**src/rtl/sw_input_cond.sv**
```systemverilog
// sw_input_cond: input conditioning for the stopwatch core.
// Each raw button or switch goes through a 2-flop synchroniser and then a
// debounce counter. The two buttons are also edge-detected to give press pulses.
// Build option: define PAUSE_TOGGLE_EN to make PAUSE a toggle flop driven by
// pause presses. Without it, PAUSE follows the debounced pause button level.

module sw_input_cond #(
    parameter int DB_CNT_MAX = 100000, // stable cycles needed before a level changes (>=2)
    parameter int CNT_W      = 17      // must satisfy 2**CNT_W > DB_CNT_MAX
) (
    input  logic clk,
    input  logic RESET,
    input  logic btn_rst_raw,
    input  logic btn_pause_raw,
    input  logic sw_adj_raw,
    input  logic sw_sel_raw,
    output logic rst_req,
    output logic pause_pulse,
    output logic PAUSE,
    output logic ADJ,
    output logic SEL
);

    // Channel layout in the packed per-channel vectors
    localparam int N_CH     = 4;
    localparam int CH_RST   = 0;
    localparam int CH_PAUSE = 1;
    localparam int CH_ADJ   = 2;
    localparam int CH_SEL   = 3;

    // Last count value before the debounced level is allowed to flip
    localparam logic [CNT_W-1:0] CNT_TERM = CNT_W'(DB_CNT_MAX - 1);

    logic [N_CH-1:0]  raw;
    logic [N_CH-1:0]  s1_q;
    logic [N_CH-1:0]  s2_q;
    logic [N_CH-1:0]  stable_q;
    logic [N_CH-1:0]  stable_d;
    logic [N_CH-1:0]  stable_prev_q;
    logic [N_CH-1:0]  rise;
    logic [CNT_W-1:0] cnt_q [N_CH];
    logic [CNT_W-1:0] cnt_d [N_CH];
    logic             rst_req_q;
    logic             pause_pulse_q;

    assign raw = {sw_sel_raw, sw_adj_raw, btn_pause_raw, btn_rst_raw};

    // Debounce next-state: count while the synced input disagrees with the
    // debounced level, and flip the level on the terminal count
    always_comb begin
        for (int i = 0; i < N_CH; i++) begin
            // NOTE: every output gets a default first so no path leaves it unassigned (no latch).
            cnt_d[i]    = '0;
            stable_d[i] = stable_q[i];
            if (s2_q[i] != stable_q[i]) begin
                if (cnt_q[i] == CNT_TERM) begin
                    stable_d[i] = s2_q[i];
                end else begin
                    cnt_d[i] = cnt_q[i] + CNT_W'(1);
                end
            end
        end
    end

    // Rising edge of each debounced level; the pulse registers sample this
    assign rise = stable_q & ~stable_prev_q;

    // Synchroniser, debounce and edge-detect state
    always_ff @(posedge clk) begin
        if (RESET) begin
            s1_q          <= '0;
            s2_q          <= '0;
            cnt_q         <= '{default: '0};
            stable_q      <= '0;
            stable_prev_q <= '0;
            rst_req_q     <= 1'b0;
            pause_pulse_q <= 1'b0;
        end else begin
            // NOTE: non-blocking so every flop samples pre-edge values (s2 gets the old s1).
            s1_q          <= raw;
            s2_q          <= s1_q;
            cnt_q         <= cnt_d;
            stable_q      <= stable_d;
            stable_prev_q <= stable_q;
            rst_req_q     <= rise[CH_RST];
            pause_pulse_q <= rise[CH_PAUSE];
        end
    end

    assign rst_req     = rst_req_q;
    assign pause_pulse = pause_pulse_q;
    assign ADJ         = stable_q[CH_ADJ];
    assign SEL         = stable_q[CH_SEL];

`ifdef PAUSE_TOGGLE_EN
    logic pause_q;

    // Pause toggle: flips with each pause pulse and is visible in the same
    // cycle. A reset press wins over a coincident pause press.
    always_ff @(posedge clk) begin
        if (RESET || rise[CH_RST]) begin
            pause_q <= 1'b0;
        end else if (rise[CH_PAUSE]) begin
            pause_q <= ~pause_q;
        end
    end

    assign PAUSE = pause_q;
`else
    assign PAUSE = stable_q[CH_PAUSE];
`endif

endmodule

```
**config.mk**
```make
export PLATFORM = sky130hd
export DESIGN_NAME = sw_input_cond
export DESIGN_NICKNAME = d
export VERILOG_FILES = /design/src/rtl/sw_input_cond.sv
export SDC_FILE = /design/constraint.sdc
export NUM_CORES = 1
export LEC_CHECK = 0
export CORE_AREA = 2 2 103 95
export DETAILED_ROUTE_END_ITERATION = 12
export DIE_AREA = 0 0 105 97
export DONT_BUFFER_PORTS = 1
export PLACE_DENSITY_LB_ADDON = 0.3
export SKIP_CTS_REPAIR_TIMING = 1
export SYNTH_ARGS = -nofsm -noshare
export SYNTH_HDL_FRONTEND = slang
export SYNTH_SLANG_ARGS = --single-unit
```
**constraint.sdc**
```tcl
create_clock -name clk -period 2.29 [get_ports clk]
set_clock_uncertainty 0.15 [all_clocks]
set_input_delay 0 -clock clk [delete_from_list [all_inputs] [get_ports clk]]
set_output_delay 0 -clock clk [all_outputs]
set_load 0.05 [all_outputs]
```
==> impl_metrics.py, run 1 <==
metrics = {
    "cells_and_area": {
        "layout-drive-gt1-share_pct": 4.831,
        "syn_to_final_growth_pct": 9.759,
        "diodes": 0,
        "nets": 421,
        "fin_area_um2": 3926,
        "finalNonFillerCells": 536,
    },
    "yosys": {
        "synth.area.top_cells": "dfxtp_1, xnor2_1, nor2_1",
        "synth_area_um2": 3577,
        "synth_cell_types": 36,
        "ys_warn_count": 0,
        "synth.most_common_cell": "dfxtp_1",
        "synth_top_area_cell": "dfxtp_1",
        "netlist.area_leader.share_pct": 47.01,
        "synth_seq_area_share_pct": 47.01,
        "async_flop_share_pct": 0,
        "synth_commonest_cells": "dfxtp_1, nor2_1, xnor2_1, nand3_1",
        "synth_edf_count": 0,
        "syn-num-nets": 408,
        "avgSynthCellArea_um2": 8.988,
        "ys_ff_latch": 84,
        "ys.flop_type": "dfxtp_1",
        "synth_cells": 398,
    },
    "run": {
        "drv_cap": 0,
    },
    "floorplan": {
        "rows": 33,
        "core_area_um2": 9001,
        "start_util_pct": 39.74,
        "die_height_um": 97,
        "ios": 11,
        "fp.dieW_um": 105,
        "die_area_um2": 10190,
    },
    "route": {
        "routed_wl_mm": 6.293,
        "via_count": 2684,
        "drc": 0,
        "first_pass_iters": 4,
        "first_iter_violations": 116,
        "drtAntennaViolNets": 0,
        "drt-wirelength-per-cell_um": 11.74,
        "routed_via_density": 5.007,
    },
    "worst_setup_path": {
        "crit_arrival_ns": 2.17,
        "crit_slowest_cell": "or4b_1",
        "endpoint_kind": "flip-flop",
        "r2r_cells": 4,
        "cp-startpoint": "cnt_q[29]$_SDFF_PP0_",
        "cp_cell_sequence": "or4b_1 -> or4_4 -> o21ai_4 -> nor2_1",
        "r2r_start": "cnt_q[29]$_SDFF_PP0_",
        "timing.rr.end": "cnt_q[27]$_SDFF_PP0_",
        "max_stage_delay_ns": 0.53,
        "required_ns": 2.36,
        "cp_max_fo": 17,
        "crit_path_end": "cnt_q[27]$_SDFF_PP0_",
        "crit_type": "flip-flop to flip-flop",
        "path_delay_family": "simple AND/OR/NAND/NOR gates",
        "reg2reg_slack_ns": 0.19,
        "cp_num_buf_inv": 0,
        "worst_setup_path_start_kind": "flip-flop",
        "crit_cells": 4,
    },
    "sta": {
        "setup_viol": 0,
        "slew_headroom_pct": 59.30,
        "finalSetupTns_ns": 0,
        "fmax_ghz": 0.4759,
        "final-hold-violation-count": 0,
        "setup_ws_ns": 0.1888,
        "fin_crit_ns": 2.101,
        "post-route-period-util_pct": 91.76,
        "slew_violations": 0,
        "tightest_slew_ns": 0.6085,
        "grt_setup_unrepaired": "no",
    },
    "min_path": {
        "worstHoldPathType": "input port to flip-flop",
    },
    "cts": {
        "clk_pin_slew_ns": 0.08,
        "clock_path_buffers": 2,
        "cts_tree": "yes",
        "numCtsBuffers": 9,
        "clkLatencyLatePin_ns": 0.35,
        "cts.sinks": 84,
        "cts_max_level": 3,
        "root_buffer": "clkbuf_8",
    },
    "place": {
        "place_hpwl_mm": 4.244,
        "gp_congestion": 0.8349,
        "place_ws_ns": 0.1997,
        "placed_area_um2": 3727,
        "placed_cells": 517,
        "io_buffers": 0,
    },
    "global_routing": {
        "grt_usage_pct": 13.47,
        "grt_first_pass_wirelength_mm": 11.25,
        "antenna_found_initial": 0,
        "grt_max_degree": 19,
        "grt_pass1_vias": 2448,
        "overflow": 0,
    },
    "power": {
        "p_leak_nw": 1.127,
        "peakVddDrop_mv": 0.2240,
        "powerDensity_nw_per_um2": 604.9,
        "fin_total_pwr_mw": 2.375,
    },
    "outcome": {
        "outcome": "completed",
    },
}
[layer usage]
| metal | up-vias | share of wire, % | wire length [µm] | track usage [%] |
|---|---|---|---|---|
| li1 | 1403 | - | - | - |
| met1 | 1247 | 53 | 3305 | 17.39 |
| met2 | 27 | 43 | 2687 | 20.13 |
| met3 | 7 | 3.5 | 222 | 5.863 |
| met4 | 0 | 1.2 | 78 | 4.513 |
| met5 | - | 0 | 0 | 0 |
[power breakdown]
part / leakage, nW / total (mW) / switching, mW / internal [mW]
sequential: 0.678 / 1.47 / 0.00494 / 1.47
combinational: 0.373 / 0.0340 / 0.0189 / 0.0151
clock: 0.0763 / 0.868 / 0.484 / 0.384
[flip-flops by register name, summed over array words and instances, names as in the netlist]
signal         cells
cnt_q             68
rst_req            1
pause_pulse        1
s2_q               4
s1_q               4
stable_q           4
stable_prev_q      2
[worst min-delay path by stage]
stage	end	from	depth (start not counted)
after floorplan	s1_q[3]$_SDFF_PP0_	RESET	1
after global placement	stable_q[2]$_SDFFE_PP0P_	RESET	1
after detailed placement	s1_q[3]$_SDFF_PP0_	RESET	1
after CTS	s1_q[3]$_SDFF_PP0_	RESET	1
after global routing	s1_q[2]$_SDFF_PP0_	sw_adj_raw	2
final	s1_q[2]$_SDFF_PP0_	sw_adj_raw	2
[layout make-up]
cell class | instances | area, µm²
Fill cell | 909 | 5075
Multi-Input combinational cell | 289 | 1788
Sequential cell | 84 | 1682
Tap cell | 122 | 152.6
Clock buffer | 12 | 135.1
Timing Repair Buffer | 11 | 95.09
Inverter | 16 | 60.06
Clock inverter | 2 | 13.76
[kinds of logic (layout without fill, tap and decap cells)]
kind of cell    after synthesis  in the layout  share of synthesized area [%]
xor+xnor                     58             58                          14.20
compound gates               15             15                          2.658
buf+inv                      25             41                          3.008
mux                           3              3                         0.8395
simple gates                209            209                          30.89
fa+ha+maj                     4              4                          1.399
flops                        84             84                          47.01
[stage by stage]
| step | hold WS (ns) | util (%) |
|---|---|---|
| floorplan | -0.07839 | - |
| global placement | -0.07549 | 41.41 |
| detailed placement | -0.07380 | 41.41 |
| CTS | -0.4589 | 43.06 |
| global route | 0.1436 | 43.62 |
| finish | 0.1675 | 43.62 |
[cell usage in the layout, fill, tap and decap left out, drive strengths merged, types with 2 or more instances in the layout]
master,netlist,layout
or4b,2,2
o31ai,2,2
mux2i,3,3
nor2b,12,12
xnor2,41,41
xor2,17,17
nand2b,5,5
or4,6,6
nand4,18,18
and4,4,4
inv,16,16
a21oi,7,7
nand2,14,14
or2,2,2
or3,6,6
nor3,12,12
nor2,71,71
nor4b,2,2
dfxtp,84,84
clkbuf,5,12
nor4,19,19
o21ai,5,5
buf,4,6
nor4bb,3,3
nand3,30,30
dlygate4sd3,0,5
ha,4,4
clkinv,0,2
No activity file was read; power rests on OpenSTA's default activity.
==> run 2, diff against run 1 <==
--- a/config.mk
+++ b/config.mk
@@ -5,12 +5,15 @@
 export SDC_FILE = /design/constraint.sdc
 export NUM_CORES = 1
 export LEC_CHECK = 0
-export CORE_AREA = 2 2 103 95
+export ABC_AREA = 1
+export CORE_AREA = 2 2 110 101
+export CTS_BUF_LIST = sky130_fd_sc_hd__clkbuf_2
 export DETAILED_ROUTE_END_ITERATION = 12
-export DIE_AREA = 0 0 105 97
+export DIE_AREA = 0 0 112 103
 export DONT_BUFFER_PORTS = 1
 export PLACE_DENSITY_LB_ADDON = 0.3
 export SKIP_CTS_REPAIR_TIMING = 1
+export SKIP_LAST_GASP = 1
 export SYNTH_ARGS = -nofsm -noshare
 export SYNTH_HDL_FRONTEND = slang
 export SYNTH_SLANG_ARGS = --single-unit
==> run 2 against run 1 <==
Effect of this change:
- global-route usage increased by 0.40 points
- critical path depth increased by 2
- fmax increased by 23%
- sequential power is essentially flat
- combinational power rose by 33%
- worst hold slack improved by 0.10 ns
- count of clock-buffer cells in the layout decreased by 2
- critical path type unchanged
- highest routed layer unchanged
==> impl_metrics.py, run 2 <==
metrics = {
    "route": {
        "drt-wirelength-per-cell_um": 10.12,
        "first_iter_violations": 276,
        "via_count": 3391,
        "drtAntennaViolNets": 0,
        "routed_wl_mm": 7.548,
        "first_pass_iters": 4,
        "routed_via_density": 4.546,
        "drc": 0,
    },
    "worst_setup_path": {
        "r2r_start": "cnt_q[34]$_SDFF_PP0_",
        "cp-startpoint": "cnt_q[34]$_SDFF_PP0_",
        "crit_type": "flip-flop to flip-flop",
        "r2r_cells": 6,
        "cp_max_fo": 16,
        "worst_setup_path_start_kind": "flip-flop",
        "crit_arrival_ns": 1.98,
        "required_ns": 2.56,
        "endpoint_kind": "flip-flop",
        "crit_path_end": "cnt_q[45]$_SDFF_PP0_",
        "reg2reg_slack_ns": 0.58,
        "timing.rr.end": "cnt_q[45]$_SDFF_PP0_",
    },
    "floorplan": {
        "die_height_um": 103,
        "ios": 11,
        "die_area_um2": 11540,
        "fp.dieW_um": 112,
        "core_area_um2": 10540,
        "start_util_pct": 38.60,
        "rows": 36,
    },
    "cells_and_area": {
        "syn_to_final_growth_pct": 7.688,
        "top_register": "cnt_q",
        "n_fill_cell": 1128,
        "largest_reg_flops": 68,
        "final_common_cell": "nor2_1",
        "mostFrequentLayoutCells": "nor2_1, nand2_1, dfxtp_1",
        "nets": 620,
        "layout-drive-gt1-share_pct": 4.894,
        "diodes": 0,
    },
    "yosys": {
        "synth_area_um2": 4069,
        "ys.flop_type": "dfxtp_1",
        "ys_ff_latch": 84,
        "synth_edf_count": 0,
        "synth_cells": 594,
        "synth.area.top_cells": "dfxtp_1, nor2_1, nand2_1",
        "async_flop_share_pct": 0,
        "synth_top_area_cell": "dfxtp_1",
        "netlist.area_leader.share_pct": 41.33,
        "avgSynthCellArea_um2": 6.850,
        "synth_cell_types": 24,
        "synth_seq_area_share_pct": 41.33,
        "synth.most_common_cell": "nor2_1",
        "syn-num-nets": 604,
        "ys_warn_count": 0,
        "synth_commonest_cells": "nor2_1, nand2_1, dfxtp_1, inv_1, nand3_1",
    },
    "sta": {
        "slew_headroom_pct": 54.67,
        "final-hold-violation-count": 0,
        "fmax_ghz": 0.5836,
        "grt_setup_unrepaired": "no",
        "post-route-period-util_pct": 74.83,
        "tightest_slew_ns": 0.6777,
        "holdWs_ns": 0.2699,
        "setup_viol": 0,
        "finalSetupTns_ns": 0,
        "slew_violations": 0,
        "fin_crit_ns": 1.714,
    },
    "place": {
        "place_hpwl_mm": 5.549,
        "io_buffers": 0,
        "gp_congestion": 0.8312,
    },
    "global_routing": {
        "grt_pass1_vias": 3071,
        "grt_usage_pct": 13.87,
        "grt_max_degree": 18,
        "overflow": 0,
        "grt_first_pass_wirelength_mm": 13.10,
        "antenna_found_initial": 0,
    },
    "cts": {
        "clkLatencyLatePin_ns": 0.54,
        "root_buffer": "clkbuf_2",
        "numCtsBuffers": 9,
        "clk_pin_slew_ns": 0.21,
        "clock_path_buffers": 2,
        "cts.sinks": 84,
        "cts_tree": "yes",
        "cts_max_level": 3,
    },
    "min_path": {
        "hold_path.startpoint": "stable_prev_q[0]$_SDFF_PP0_",
        "worstHoldPathType": "flip-flop to flip-flop",
    },
    "power": {
        "powerDensity_nw_per_um2": 508.4,
        "peakVddDrop_mv": 0.3666,
        "p_leak_nw": 1.477,
    },
    "run": {
        "drv_cap": 0,
    },
    "outcome": {
        "outcome": "completed",
    },
}
[run 2: cell types whose count changed after synthesis, moves of 6 or more]
cell     previous run  this run
nand4_1            18        11
or3_1               6         0
inv_1              16        74
nand2_1            14       141
nor2_1             71       158
nor2b_1            12         0
xor2_1             17        30
nor3_1             12         5
o21ai_0             4        10
xnor2_1            41         6
nor4_1             18         0
[run 2: cells by family after synthesis]
family,Yosys count,share of synthesized area (%)
XOR/XNOR,36,7.749
AO/OA/AOI/OAI,25,4.274
adder cells (fa/ha/maj),4,1.230
flip-flops,84,41.33
AND/OR/NAND/NOR,363,37.05
buffers and inverters,82,8.364
[run 2: area by class of cell]
type,instances,area [µm²],area share [%]
sequential,84,1682,38.38
timing repair buffer,12,112.6,2.570
tap,133,166.4,3.798
clock buffer,10,50.05,1.142
inverter,75,281.5,6.425
multi-input combinational,428,2047,46.72
clock inverter,4,42.54,0.9709
[run 2: power breakdown]
group | total, mW | switching, mW | internal, mW
registers | 1.48 | 0.00381 | 1.47
clock network | 0.706 | 0.469 | 0.237
logic | 0.0452 | 0.0256 | 0.0196
[run 2: metrics by stage]
stage	power, mW	utilization (%)	cells	cell area (µm²)	worst slack, ns
floorplan	1.536	-	594	4069	0.6592
global placement	1.535	39.84	723	4199	0.6332
detailed placement	1.535	39.84	723	4199	0.5919
CTS	2.250	40.72	737	4292	0.5524
global route	2.333	41.57	746	4382	0.4129
finish	2.228	41.57	746	4382	0.5764
[run 2: critical path: stages, from the launching register on]
cell and delay, ns:
dfxtp_1 0.40, ha_1 0.19, nand2_1 0.11, nor2_4 0.16
nand3_2 0.12, o21bai_4 0.37, nor2_1 0.10
[run 2: layer usage]
metal  track usage (%)  share of wire (%)
met5                 0                  0
met4             5.535                1.4
met3             4.233                4.7
met2             22.80                 44
met1             17.27                 49
[run 2: how the worst min path moves through the flow]
| stage | to | slack (ns) | cells after the start |
|---|---|---|---|
| after global placement | s1_q[2]$_SDFF_PP0_ | -0.08 | 1 |
| after floorplan | s1_q[0]$_SDFF_PP0_ | -0.04 | 2 |
| after CTS | s1_q[2]$_SDFF_PP0_ | -0.71 | 1 |
| after global routing | rst_req$_SDFF_PP0_ | 0.28 | 1 |
| final | rst_req$_SDFF_PP0_ | 0.27 | 1 |
| after detailed placement | s1_q[2]$_SDFF_PP0_ | -0.08 | 1 |
==> run 3, diff against run 2 <==
==> constraint.sdc (replaced) <==
create_clock -name clk -period 1.75 [get_ports clk]
set_clock_uncertainty 0.15 [all_clocks]
set_input_delay 0 -clock clk [delete_from_list [all_inputs] [get_ports clk]]
set_output_delay 0 -clock clk [all_outputs]
set_load 0.05 [all_outputs]
==> run 3 against run 2 <==
Effect of this change:
- sequential share of layout area shrank 0.98 points
- worst hold slack lost 0.014 ns
- total power grew 44%
- largest cell class unchanged
- clock power grew 70%
- combinational power grew 47%
- sequential power grew 31%
- utilization grew 1.2 points
- count of clock-buffer cells in the layout shrank 1
==> impl_metrics.py, run 3 (synthesized netlist as in run 2, its figures left out) <==
metrics = {
    "global_routing": {
        "antenna_found_initial": 0,
        "grt_usage_pct": 13.87,
        "grt_max_degree": 18,
        "grt_first_pass_wirelength_mm": 13.34,
        "overflow": 0,
        "grt_pass1_vias": 3130,
    },
    "sta": {
        "finalSetupTns_ns": 0,
        "grt_setup_unrepaired": "no",
        "slew_violations": 0,
        "final-hold-violation-count": 0,
        "fin_crit_ns": 1.594,
        "slew_headroom_pct": 57.64,
        "holdWs_ns": 0.2558,
        "setup_viol": 0,
        "post-route-period-util_pct": 91.07,
        "tightest_slew_ns": 0.6333,
        "fmax_ghz": 0.6275,
    },
    "floorplan": {
        "die_height_um": 103,
        "start_util_pct": 38.60,
        "rows": 36,
        "ios": 11,
        "die_area_um2": 11540,
        "core_area_um2": 10540,
        "fp.dieW_um": 112,
    },
    "power": {
        "switchingPower_mw": 0.7567,
        "pwr-share-clk_pct": 37.5,
        "peakVddDrop_mv": 0.4356,
        "powerDensity_nw_per_um2": 710.3,
        "switching_share_pct": 23.64,
        "p_leak_nw": 1.529,
        "p_int_mw": 2.445,
        "power_frac_comb_pct": 2.1,
        "p_seq_share_pct": 60.5,
    },
    "outcome": {
        "outcome": "completed",
    },
    "cells_and_area": {
        "largest_reg_flops": 68,
        "syn_to_final_growth_pct": 10.76,
        "finalNonFillerCells": 752,
        "final_common_cell": "nor2_1",
        "top_register": "cnt_q",
        "diodes": 0,
        "nets": 624,
        "mostFrequentLayoutCells": "nor2_1, nand2_1, dfxtp_1",
        "layout-drive-gt1-share_pct": 7.270,
    },
    "route": {
        "drtAntennaViolNets": 0,
        "drc": 0,
        "via_count": 3370,
        "routed_wl_mm": 7.648,
        "drt-wirelength-per-cell_um": 10.17,
        "first_iter_violations": 165,
        "routed_via_density": 4.481,
        "first_pass_iters": 4,
    },
    "worst_setup_path": {
        "cp_max_fo": 16,
        "worst_setup_path_start_kind": "flip-flop",
        "r2r_start": "cnt_q[34]$_SDFF_PP0_",
        "reg2reg_slack_ns": 0.16,
        "crit_type": "flip-flop to flip-flop",
        "timing.rr.end": "cnt_q[40]$_SDFF_PP0_",
        "required_ns": 2.06,
        "crit_arrival_ns": 1.91,
        "endpoint_kind": "flip-flop",
        "r2r_cells": 7,
    },
    "cts": {
        "cts.sinks": 84,
        "cts_tree": "yes",
        "root_buffer": "clkbuf_2",
        "numCtsBuffers": 9,
        "clk_pin_slew_ns": 0.26,
        "clkLatencyLatePin_ns": 0.57,
        "cts_max_level": 3,
        "clock_path_buffers": 2,
    },
    "place": {
        "place_hpwl_mm": 5.639,
        "gp_congestion": 0.8329,
        "io_buffers": 0,
        "placed_cells": 726,
    },
    "min_path": {
        "worstHoldPathType": "input port to flip-flop",
        "min_to": "stable_prev_q[0]$_SDFF_PP0_",
        "hold_path_depth": 2,
        "hold_path.startpoint": "RESET",
    },
    "run": {
        "drv_cap": 0,
    },
}
-- run 3: cell types whose count changed in the layout (fill, tap and decap cells not counted), sizes merged --
cell	change
clkbuf	-1
clkinv	-1
inv	+2
clkinvlp	+1
buf	+4
bufinv	+1
-- run 3: worst max-delay path by stage --
| stage | startpoint | endpoint | depth (start not counted) |
|---|---|---|---|
| 2_1_floorplan | stable_q[1]$_SDFFE_PP0P_ | cnt_q[39]$_SDFF_PP0_ | 5 |
| 3_3_place_gp | cnt_q[34]$_SDFF_PP0_ | cnt_q[45]$_SDFF_PP0_ | 6 |
| 3_5_place_dp | cnt_q[34]$_SDFF_PP0_ | cnt_q[45]$_SDFF_PP0_ | 6 |
| 4_1_cts | cnt_q[34]$_SDFF_PP0_ | cnt_q[34]$_SDFF_PP0_ | 6 |
| 5_1_grt | cnt_q[34]$_SDFF_PP0_ | cnt_q[39]$_SDFF_PP0_ | 7 |
| 6_report | cnt_q[34]$_SDFF_PP0_ | cnt_q[40]$_SDFF_PP0_ | 7 |
-- run 3: power by group through the flow --
stage | sequential [mW] | clock [mW] | combinational (mW)
floorplan | 1.97 | 0 | 0.0398
global placement | 1.97 | 0 | 0.0419
detailed placement | 1.97 | 0 | 0.0433
finish | 1.94 | 1.20 | 0.0663
global route | 1.94 | 1.29 | 0.0758
CTS | 1.94 | 1.24 | 0.0434
-- run 3: metal layers --
layer	part of all wire [%]	wire, µm	GRT usage, %
met5	0	0	0
met2	45	3430	24.48
met4	1.6	125	4.690
met3	2.9	224	3.351
met1	51	3867	16.84
-- run 3: layout make-up --
class                   instances  area (µm²)
fillers                      1105        6033
inverters                      75       281.5
flip-flops and latches         84        1685
clock buffers                   9       45.04
well taps                     133       166.4
clock inverters                 7       98.84
repair buffers                 16       167.7
multi-input cells             428        2062
-- run 3: worst max-delay path, stage by stage, from the launching register on --
cell and delay, ns:
dfxtp_2 0.39, ha_1 0.18, nand2_1 0.11, nor2_4 0.17
nand3_2 0.14, o21bai_4 0.18, buf_12 0.16, nor2_1 0.04
-- run 3: stage by stage --
step	utilization, %	power, mW	worst slack (ns)	area (µm²)
finish	42.76	3.201	0.1563	4507
global route	42.76	3.302	0.02325	4507
CTS	41.54	3.220	0.03831	4378
floorplan	-	2.009	0.1192	4069
global placement	40.17	2.013	0.1250	4234
detailed placement	40.17	2.014	0.05533	4234
